## src/rtl/programmable_irq_controller_if.sv

```systemverilog
// Wishbone bus carrying the register accesses of programmable_irq_controller.
// The master drives the request fields; the slave answers with rdata/ack/err in the same cycle.
interface wb_bus;
  logic        cyc;
  logic        stb;
  logic        we;
  logic [3:0]  sel;
  logic [31:0] addr;
  logic [31:0] wdata;
  logic [31:0] rdata;
  logic        ack;
  logic        err;

  modport master (
    output cyc, stb, we, sel, addr, wdata,
    input  rdata, ack, err
  );

  modport slave (
    input  cyc, stb, we, sel, addr, wdata,
    output rdata, ack, err
  );
endinterface

```

## src/rtl/programmable_irq_controller.sv

```systemverilog
// Fixed-priority interrupt aggregator with a single-cycle Wishbone register block.
// Optional macro PIC_EDGE_MODE_EN adds the MODE register and per-line rising-edge capture.
module programmable_irq_controller #(
  parameter logic [31:0] BaseAddr = 32'h4010,
  parameter int          NumIrqs  = 16
) (
  input  logic               clk_in,
  input  logic               reset_in,
  input  logic [NumIrqs-1:0] irq_lines_in,
  output logic               ext_irq_out,
  output logic               ext_irq_clr_out,
  wb_bus.slave               bus_slave
);

  localparam logic [31:0] LINE_MASK = 32'hFFFF_FFFF >> (32 - NumIrqs);

  typedef enum logic {S_IDLE, S_ACTIVE} state_t;

  state_t      r_state;
  logic [4:0]  r_irqnum;
  logic [31:0] r_mask;
  logic [31:0] r_pend;
`ifdef PIC_EDGE_MODE_EN
  logic [31:0] r_mode;
  logic [31:0] r_line_q;
`endif

  state_t      w_state_nxt;
  logic [4:0]  w_irqnum_nxt;
  logic [31:0] w_lines;
  logic [31:0] w_hit;
  logic [31:0] w_bm;
  logic [31:0] w_wval;
  logic [31:0] w_clr;
  logic [31:0] w_set;
  logic [31:0] w_pend_nxt;
  logic [31:0] w_cand;
  logic [4:0]  w_win;
  logic [31:0] w_irqbit;
  logic        w_req;
  logic        w_err;
  logic        w_ack;
  logic        w_wr;
  logic        w_active_clr;
  logic        w_is_mask;
  logic        w_is_pend;
  logic        w_is_num;
  logic        w_is_bit;
  logic        w_is_mode;
  logic        w_is_setp;
  logic        w_mapped;

  // Address decode and bus response
  always_comb begin
    w_is_mask = (bus_slave.addr == BaseAddr);
    w_is_pend = (bus_slave.addr == BaseAddr + 32'h04);
    w_is_num  = (bus_slave.addr == BaseAddr + 32'h08);
    w_is_bit  = (bus_slave.addr == BaseAddr + 32'h0C);
`ifdef PIC_EDGE_MODE_EN
    w_is_mode = (bus_slave.addr == BaseAddr + 32'h10);
`else
    w_is_mode = 1'b0;
`endif
    w_is_setp = (bus_slave.addr == BaseAddr + 32'h14);
    w_mapped  = w_is_mask | w_is_pend | w_is_num | w_is_bit | w_is_mode | w_is_setp;
    w_req     = bus_slave.cyc & bus_slave.stb;
    w_err     = w_req & (~w_mapped |
                         (bus_slave.we & ((bus_slave.sel == 4'b0000) | w_is_num | w_is_bit)));
    w_ack     = w_req & ~w_err;
    w_wr      = w_ack & bus_slave.we;
    w_bm      = {{8{bus_slave.sel[3]}}, {8{bus_slave.sel[2]}},
                 {8{bus_slave.sel[1]}}, {8{bus_slave.sel[0]}}};
    w_wval    = bus_slave.wdata & w_bm & LINE_MASK;
  end

  assign w_irqbit = (r_state == S_ACTIVE) ? (32'd1 << r_irqnum) : 32'd0;

  always_comb begin
    bus_slave.rdata = 32'd0;
    if (w_ack) begin
      if (w_is_mask) bus_slave.rdata = r_mask;
      if (w_is_pend) bus_slave.rdata = r_pend;
      if (w_is_num)  bus_slave.rdata = {27'd0, r_irqnum};
      if (w_is_bit)  bus_slave.rdata = w_irqbit;
`ifdef PIC_EDGE_MODE_EN
      if (w_is_mode) bus_slave.rdata = r_mode;
`endif
    end
  end

  assign bus_slave.ack = w_ack;
  assign bus_slave.err = w_err;

  // Capture, pending update and candidate selection
  always_comb begin
    w_lines = 32'd0;
    w_lines[NumIrqs-1:0] = irq_lines_in;
`ifdef PIC_EDGE_MODE_EN
    w_hit = w_lines & ~(r_mode & r_line_q);
`else
    w_hit = w_lines;
`endif
    w_clr      = (w_wr & w_is_pend) ? w_wval : 32'd0;
    w_set      = (w_wr & w_is_setp) ? w_wval : 32'd0;
    w_pend_nxt = (r_pend & ~w_clr) | w_set | w_hit;
    w_cand     = w_pend_nxt & r_mask;
    w_win      = 5'd0;
    // Scan downwards so the lowest set index is the one left standing
    for (int i = 31; i >= 0; i--) begin
      if (w_cand[i]) w_win = 5'(i);
    end
  end

  // Arbitration FSM: next state
  always_comb begin
    w_state_nxt  = r_state;
    w_irqnum_nxt = r_irqnum;
    w_active_clr = (r_state == S_ACTIVE) & w_clr[r_irqnum];
    if ((r_state == S_IDLE) || w_active_clr) begin
      if (w_cand != 32'd0) begin
        w_state_nxt  = S_ACTIVE;
        w_irqnum_nxt = w_win;
      end else begin
        w_state_nxt  = S_IDLE;
        w_irqnum_nxt = 5'd0;
      end
    end
  end

  // Register update
  always_ff @(posedge clk_in) begin
    if (reset_in) begin
      r_state  <= S_IDLE;
      r_irqnum <= 5'd0;
      r_mask   <= 32'd0;
      r_pend   <= 32'd0;
`ifdef PIC_EDGE_MODE_EN
      r_mode   <= 32'd0;
      r_line_q <= 32'd0;
`endif
    end else begin
      r_state  <= w_state_nxt;
      r_irqnum <= w_irqnum_nxt;
      r_pend   <= w_pend_nxt;
      if (w_wr & w_is_mask) r_mask <= ((r_mask & ~w_bm) | w_wval) & LINE_MASK;
`ifdef PIC_EDGE_MODE_EN
      if (w_wr & w_is_mode) r_mode <= ((r_mode & ~w_bm) | w_wval) & LINE_MASK;
      r_line_q <= w_lines;
`endif
    end
  end

  assign ext_irq_out     = (r_state == S_ACTIVE);
  assign ext_irq_clr_out = ~ext_irq_out;

endmodule
```

## src/flat_wrapper.sv

```systemverilog
// flat-port wrapper written by rule: the top's interface ports become plain ports
module programmable_irq_controller_flat 
#(
  parameter logic [31:0] BaseAddr = 32'h4010,
  parameter int          NumIrqs  = 16
)
  (clk_in, reset_in, irq_lines_in, ext_irq_out, ext_irq_clr_out, bus_slave_cyc, bus_slave_stb, bus_slave_we, bus_slave_sel, bus_slave_addr, bus_slave_wdata, bus_slave_rdata, bus_slave_ack, bus_slave_err);
  wb_bus bus_slave_i ();
  input  logic clk_in;
  input  logic reset_in;
  input  logic [NumIrqs-1:0] irq_lines_in;
  output logic ext_irq_out;
  output logic ext_irq_clr_out;
  input wire logic [$bits(bus_slave_i.cyc)-1:0] bus_slave_cyc;
  input wire logic [$bits(bus_slave_i.stb)-1:0] bus_slave_stb;
  input wire logic [$bits(bus_slave_i.we)-1:0] bus_slave_we;
  input wire logic [$bits(bus_slave_i.sel)-1:0] bus_slave_sel;
  input wire logic [$bits(bus_slave_i.addr)-1:0] bus_slave_addr;
  input wire logic [$bits(bus_slave_i.wdata)-1:0] bus_slave_wdata;
  output wire logic [$bits(bus_slave_i.rdata)-1:0] bus_slave_rdata;
  output wire logic [$bits(bus_slave_i.ack)-1:0] bus_slave_ack;
  output wire logic [$bits(bus_slave_i.err)-1:0] bus_slave_err;
  assign bus_slave_i.cyc = bus_slave_cyc;
  assign bus_slave_i.stb = bus_slave_stb;
  assign bus_slave_i.we = bus_slave_we;
  assign bus_slave_i.sel = bus_slave_sel;
  assign bus_slave_i.addr = bus_slave_addr;
  assign bus_slave_i.wdata = bus_slave_wdata;
  assign bus_slave_rdata = bus_slave_i.rdata;
  assign bus_slave_ack = bus_slave_i.ack;
  assign bus_slave_err = bus_slave_i.err;
  programmable_irq_controller #(.BaseAddr(BaseAddr), .NumIrqs(NumIrqs)) u_core (.clk_in(clk_in), .reset_in(reset_in), .irq_lines_in(irq_lines_in), .ext_irq_out(ext_irq_out), .ext_irq_clr_out(ext_irq_clr_out), .bus_slave(bus_slave_i));
endmodule
```

## config.mk

```make
export PLATFORM = sky130hd
export DESIGN_NAME = programmable_irq_controller_flat
export DESIGN_NICKNAME = d
export VERILOG_FILES = /design/src/rtl/programmable_irq_controller_if.sv /design/src/rtl/programmable_irq_controller.sv /design/src/flat_wrapper.sv
export SDC_FILE = /design/constraint.sdc
export NUM_CORES = 1
export LEC_CHECK = 0
export ABC_AREA = 1
export BUFFER_PORTS_ARGS = -buffer_cell sky130_fd_sc_hd__buf_2
export CORE_MARGIN = 2
export CORE_UTILIZATION = 45
export CTS_CLUSTER_DIAMETER = 60
export DETAILED_ROUTE_END_ITERATION = 12
export PLACE_DENSITY_LB_ADDON = 0.2
export SYNTH_ARGS = -nofsm -noshare
export SYNTH_HDL_FRONTEND = slang
export SYNTH_SLANG_ARGS = --single-unit
```

## constraint.sdc

```tcl
create_clock -name clk_in -period 5.5 [get_ports clk_in]
set_input_delay 0.55 -clock clk_in [delete_from_list [all_inputs] [get_ports clk_in]]
set_output_delay 0.55 -clock clk_in [all_outputs]
set_load 0.03 [all_outputs]
```

After elaboration in Yosys (flattened, before gate mapping)
Index checks and enable logic that the tools add are counted.
{ "word_totals": {"regBits": 54, "out_inout_bits": 36, "wordCells": 86, "input_bits": 89} }
{ "classes": {"n_eq_ne": 5, "bitwise_logic": 28, "order_cmp": 1, "n_reduce_logical": 3, "muxes": 44, "n_shift": 1} }
{ "ops": {"columns": ["op", "n"], "rows": [
  ["5-bit 2-to-1 mux", 33],
  ["32-bit by 15-bit equality test with 1-bit output (second input constant)", 5],
  ["32-bit 2-to-1 mux", 5],
  ["16-bit 2-to-1 mux", 3],
  ["16-bit bitwise AND", 2],
  ["32-bit by 16-bit bitwise AND with 32-bit output", 1],
  ["32-bit bitwise AND", 1],
  ["32-bit inverter", 1],
  ["32-bit by 16-bit bitwise OR with 32-bit output", 1],
  ["32-bit bitwise OR", 1],
  ["32-bit nonzero test", 1],
  ["1-bit by 5-bit << shifter with 32-bit output (first input constant)", 1],
  ["16-bit inverter", 1],
  ["16-bit bitwise OR", 1],
  ["1-bit bitwise AND", 9],
  ["1-bit bitwise OR", 7],
  ["5-bit by 6-bit less-than comparator with 1-bit output (second input constant)", 1],
  ["1-bit binary-select mux with 5-bit select", 1],
  ["4-bit zero test", 1],
  ["1-bit inverter", 3],
  ["1-bit 2-to-1 mux", 2],
  ["1-bit logical OR", 1]
]} }

Logic depth before layout (Yosys ltp)
{ "logic_depth": {"word_depth": 51, "ltp_mapped": 30, "ltp_nobuf": 30} }

Least setup slack after synthesis
Ideal clock, no wire load.
{ "synth_timing": {"path_kind": "input to output", "start": "input bus_slave_addr[18]", "end": "output bus_slave_rdata[3]", "path_buffers": 0, "arrival_ps": 2552, "slack_ps": 2398, "path_stages": 15, "path_cell_list": "inv_1 nand2_1 nor2_1 nand2_2 inv_2 nand2_2 nor2_4 inv_2 nand2_2 nor2_1 nand3_1 o21ai_2 nor2_4 inv_1 a311oi_1"} }
{ "synth_between": {"elab_chain_len": 11, "elab_cells_between_ends": 22} }
{ "synth_rtl": {"columns": ["element", "line_no", "rtl"], "rows": [
  ["start, declared", "flat_wrapper.sv:18", "input wire logic [$bits(bus_slave_i.addr)-1:0] bus_slave_addr;"],
  ["32-bit by 15-bit equality test with 1-bit output, on equally long branches", "programmable_irq_controller.sv:55, programmable_irq_controller.sv:56", null],
  ["1-bit bitwise OR (4 in a row)", "programmable_irq_controller.sv:65", "w_mapped = w_is_mask | w_is_pend | w_is_num | w_is_bit | w_is_mode | w_is_setp;"],
  ["1-bit inverter", "programmable_irq_controller.sv:67", "w_err = w_req & (~w_mapped |"],
  ["1-bit bitwise OR *", "programmable_irq_controller.sv:67", null],
  ["1-bit bitwise AND *", "programmable_irq_controller.sv:67", null],
  ["1-bit inverter *", "programmable_irq_controller.sv:69", "w_ack = w_req & ~w_err;"],
  ["1-bit bitwise AND *", "programmable_irq_controller.sv:69", null],
  ["via bus_slave_ack", "flat_wrapper.sv:21", "output wire logic [$bits(bus_slave_i.ack)-1:0] bus_slave_ack;"],
  ["32-bit 2-to-1 mux *", "programmable_irq_controller.sv:80", "if (w_ack) begin"],
  ["end, declared", "flat_wrapper.sv:20", "output wire logic [$bits(bus_slave_i.rdata)-1:0] bus_slave_rdata;"]
]} }
Mark *: on every way through the listed nets, which the timed path passes. The rest lies on a longest branch.

Worst setup path after layout
{ "layout_timing": {"start": "input bus_slave_addr[8]", "end": "output bus_slave_rdata[2]"} }
{ "layout_between": {"elab_chain_len": 11, "elab_cells_between_ends": 22} }
{ "layout_rtl": {"columns": ["element", "line_no"], "rows": [
  ["32-bit by 15-bit equality test with 1-bit output, on equally long branches", "programmable_irq_controller.sv:55, programmable_irq_controller.sv:56"],
  ["1-bit bitwise OR (4 in a row)", "programmable_irq_controller.sv:65"],
  ["1-bit inverter", "programmable_irq_controller.sv:67"],
  ["1-bit bitwise OR", "programmable_irq_controller.sv:67"],
  ["1-bit bitwise AND", "programmable_irq_controller.sv:67"],
  ["1-bit inverter", "programmable_irq_controller.sv:69"],
  ["1-bit bitwise AND", "programmable_irq_controller.sv:69"],
  ["32-bit 2-to-1 mux *", "programmable_irq_controller.sv:80"]
]} }
Mark *: on every way between the ends. The rest lies on a longest branch, timed or not.

==> impl_metrics.sql <==
INSERT INTO impl_metrics (metric_group, metric, value, unit) VALUES
('floorplan', 'initial_util', '0.470', ''),
('floorplan', 'fp.dieArea', '7340', 'sq um'),
('floorplan', 'chip_height', '85.7', 'um'),
('routing', 'drt_first_iter_violations', '278', ''),
('setup_path', 'worst_ep_arrival_time', '3.02', 'ns'),
('routing', 'route.top_layer_used', 'met4', ''),
('placed_design', 'post-place-cells', '663', ''),
('routing', 'detail_route.first_pass.iterations', '6', ''),
('timing', 'timing.hold.ws', '0.476', 'ns'),
('routing', 'via_per_inst', '5.23', ''),
('power_and_ir_drop', 'power_switching_share', '0.270', ''),
('grt', 'via_count_of_the_first_global_routing_pass', '3322', ''),
('placed_design', 'dpl-instance-area', '3440', 'sq um'),
('floorplan', 'core_region_area', '6390', 'sq um'),
('timing', 'worst_slew_margin_rel', '0.418', ''),
('synthesis', 'asyncSetResetFlopFracSynth', '0', ''),
('setup_path', 'critPathCaptureType', 'output pin', ''),
('timing', 'timing_max_transition_violations_final', '0', ''),
('cells_and_area', 'layout.cells.most_common_list', 'nand2_1 (118), buf_2 (92), inv_1 (70)', ''),
('placed_design', 'post-dp-hpwl', '7070', 'um'),
('grt', 'gr-usage-all-layers', '0.259', ''),
('clocking', 'cts-hold-fix-buffers', '0', ''),
('synthesis', 'syn_inst', '508', ''),
('routing', 'met3RoutedLength', '747', 'um'),
('cells_and_area', 'finish.instance_area', '3560', 'sq um'),
('grt', 'grt_antenna_before_repair', '0', ''),
('timing', 'skew', '0.00710', 'ns'),
('grt', 'grt_max_degree', '31', ''),
('clocking', 'number_of_buffers_between_clock_root_and_the_deepest_sink', '2', ''),
('cells_and_area', 'post-route-util', '0.557', ''),
('cells_and_area', 'final_net_count', '682', ''),
('floorplan', 'chipWidth', '85.7', 'um'),
('routing', 'antenna_violating_nets_left', '0', ''),
('timing', 'final_min_period_over_clock_period', '0.648', ''),
('clocking', 'h_tree_levels', '2', ''),
('cells_and_area', 'syn_to_final_growth', '18.5', '%'),
('synthesis', 'synth_unique_cells', '38', ''),
('power_and_ir_drop', 'p_comb_frac', '0.146', ''),
('grt', 'wire_length_of_the_first_global_routing_pass', '15100', 'um'),
('floorplan', 'num_io_pins', '125', ''),
('timing', 'rsz0062_at_grt', 'false', ''),
('timing', 'tns', '0', 'ns'),
('routing', 'dr_total_vias', '3510', ''),
('setup_path', 'required', '4.95', 'ns'),
('synthesis', 'synthesized_flop_and_latch_total', '37', ''),
('power_and_ir_drop', 'internal_power', '457', 'uW'),
('routing', 'detailroute.wirelength.met2', '4340', 'um'),
('synthesis', 'post_synth_instance_area', '3000', 'sq um'),
('routing', 'totalWireLength', '9190', 'um'),
('setup_path', 'launching_element_type_of_the_critical_path', 'primary input', ''),
('cells_and_area', 'layout.cells.most_common', 'nand2_1', ''),
('clocking', 'cts_setup_buffers', '0', ''),
('synthesis', 'ys_warn_count', '0', ''),
('placed_design', 'portBuffers', '92', ''),
('run', 'maxCapViolCount', '0', ''),
('status', 'status', 'finished, final reports clean', ''),
('grt', 'globalRouteOverflowTotal', '0', ''),
('power_and_ir_drop', 'clock_power_share', '0.407', ''),
('timing', 'transition_time_of_the_tightest_slew_check_pin', '0.871', 'ns'),
('floorplan', 'std_cell_rows', '29', ''),
('placed_design', 'routabilityCongestion', '0.926', ''),
('synthesis', 'syn_area_per_cell', '5.91', 'sq um'),
('clocking', 'tritoncts_buffer_count', '5', ''),
('synthesis', 'synth_enable_flop_cells', '0', ''),
('power_and_ir_drop', 'power.density_cell_area', '176', 'nW/um^2'),
('routing', 'drc_errors', '0', ''),
('clocking', 'cts_tree', 'built', ''),
('power_and_ir_drop', 'total_switching_power', '169', 'uW'),
('synthesis', 'yosysSeqAreaShare', '0.247', ''),
('power_and_ir_drop', 'p_leak', '0.00177', 'uW'),
('power_and_ir_drop', 'seq_power_share', '0.447', '');
worst max-delay path, cell delays in order:
cell and delay, ns:
buf_2 0.09, inv_1 0.04, nand2_1 0.05, nor2_2 0.12, nand2_1 0.11, inv_2 0.09
nand2_1 0.07, nor2_2 0.45, nand2_2 0.16, inv_1 0.48, a221oi_1 0.19, a211oi_1 0.33
buf_2 0.26
final cells by class:
type	count	area, sq um
clock buffers	7	86.3
clock inverters	1	30.0
fillers	677	2830
multi-input cells	376	1840
inverters	80	300
well taps	77	96.3
repair buffers	93	468
flip-flops and latches	37	741
power by group through the flow:
stage | clock network [uW] | registers, uW | logic, uW
2_1_floorplan | 0 | 285 | 63.8
3_3_place_gp | 0 | 286 | 89.2
3_5_place_dp | 0 | 286 | 91.1
4_1_cts | 253 | 280 | 91.4
5_1_grt | 268 | 281 | 104
6_report | 255 | 280 | 91.6
routing by layer:
| metal | up-vias | global-route usage |
|---|---|---|
| li1 | 1773 | - |
| met1 | 1561 | 0.324 |
| met2 | 157 | 0.445 |
| met3 | 19 | 0.0443 |
| met4 | 0 | 0.0952 |
| met5 | - | 0 |
synth_stat cells, drive strengths merged, types with 10 or more instances:
library cell,count,area (sq um)
dfxtp,37,741
inv,79,297
nand3,25,125
nand3b,10,75.1
nand2,132,531
a31oi,12,75.1
o21ai,38,194
nor2,82,373
nor3,13,70.1
buf,17,131
clkbuf,13,48.8
a21oi,14,73.8
stage by stage:
stage / worst slack (ns) / total power [uW]
CTS: 1.96 / 625
global placement: 1.83 / 375
global route: 1.69 / 652
detailed placement: 1.79 / 377
floorplan: 2.40 / 349
finish: 1.93 / 626
worst paths after layout:
kind / startpoint / end / slack, ns / cells past startpoint
worst max-delay path: bus_slave_addr[8] / bus_slave_rdata[2] / 1.93 / 13
worst min-delay path: register / register / 0.48 / 2
worst max register to register: u_core.r_irqnum[0] / u_core.r_irqnum[0] / 3.24 / 10
worst min register to register: register / register / 0.48 / 2
cell families (layout without fill, tap and decap cells):
family                 after synthesis  count (layout)  share of synthesized area
AO/OA/AOI/OAI                       84              84                      0.168
buffers and inverters              110             181                      0.160
flip-flops                          37              37                      0.247
other                                1              16                    0.00125
AND/OR/NAND/NOR                    276             276                      0.425
Note: power is estimated with default switching activity, not from simulation.
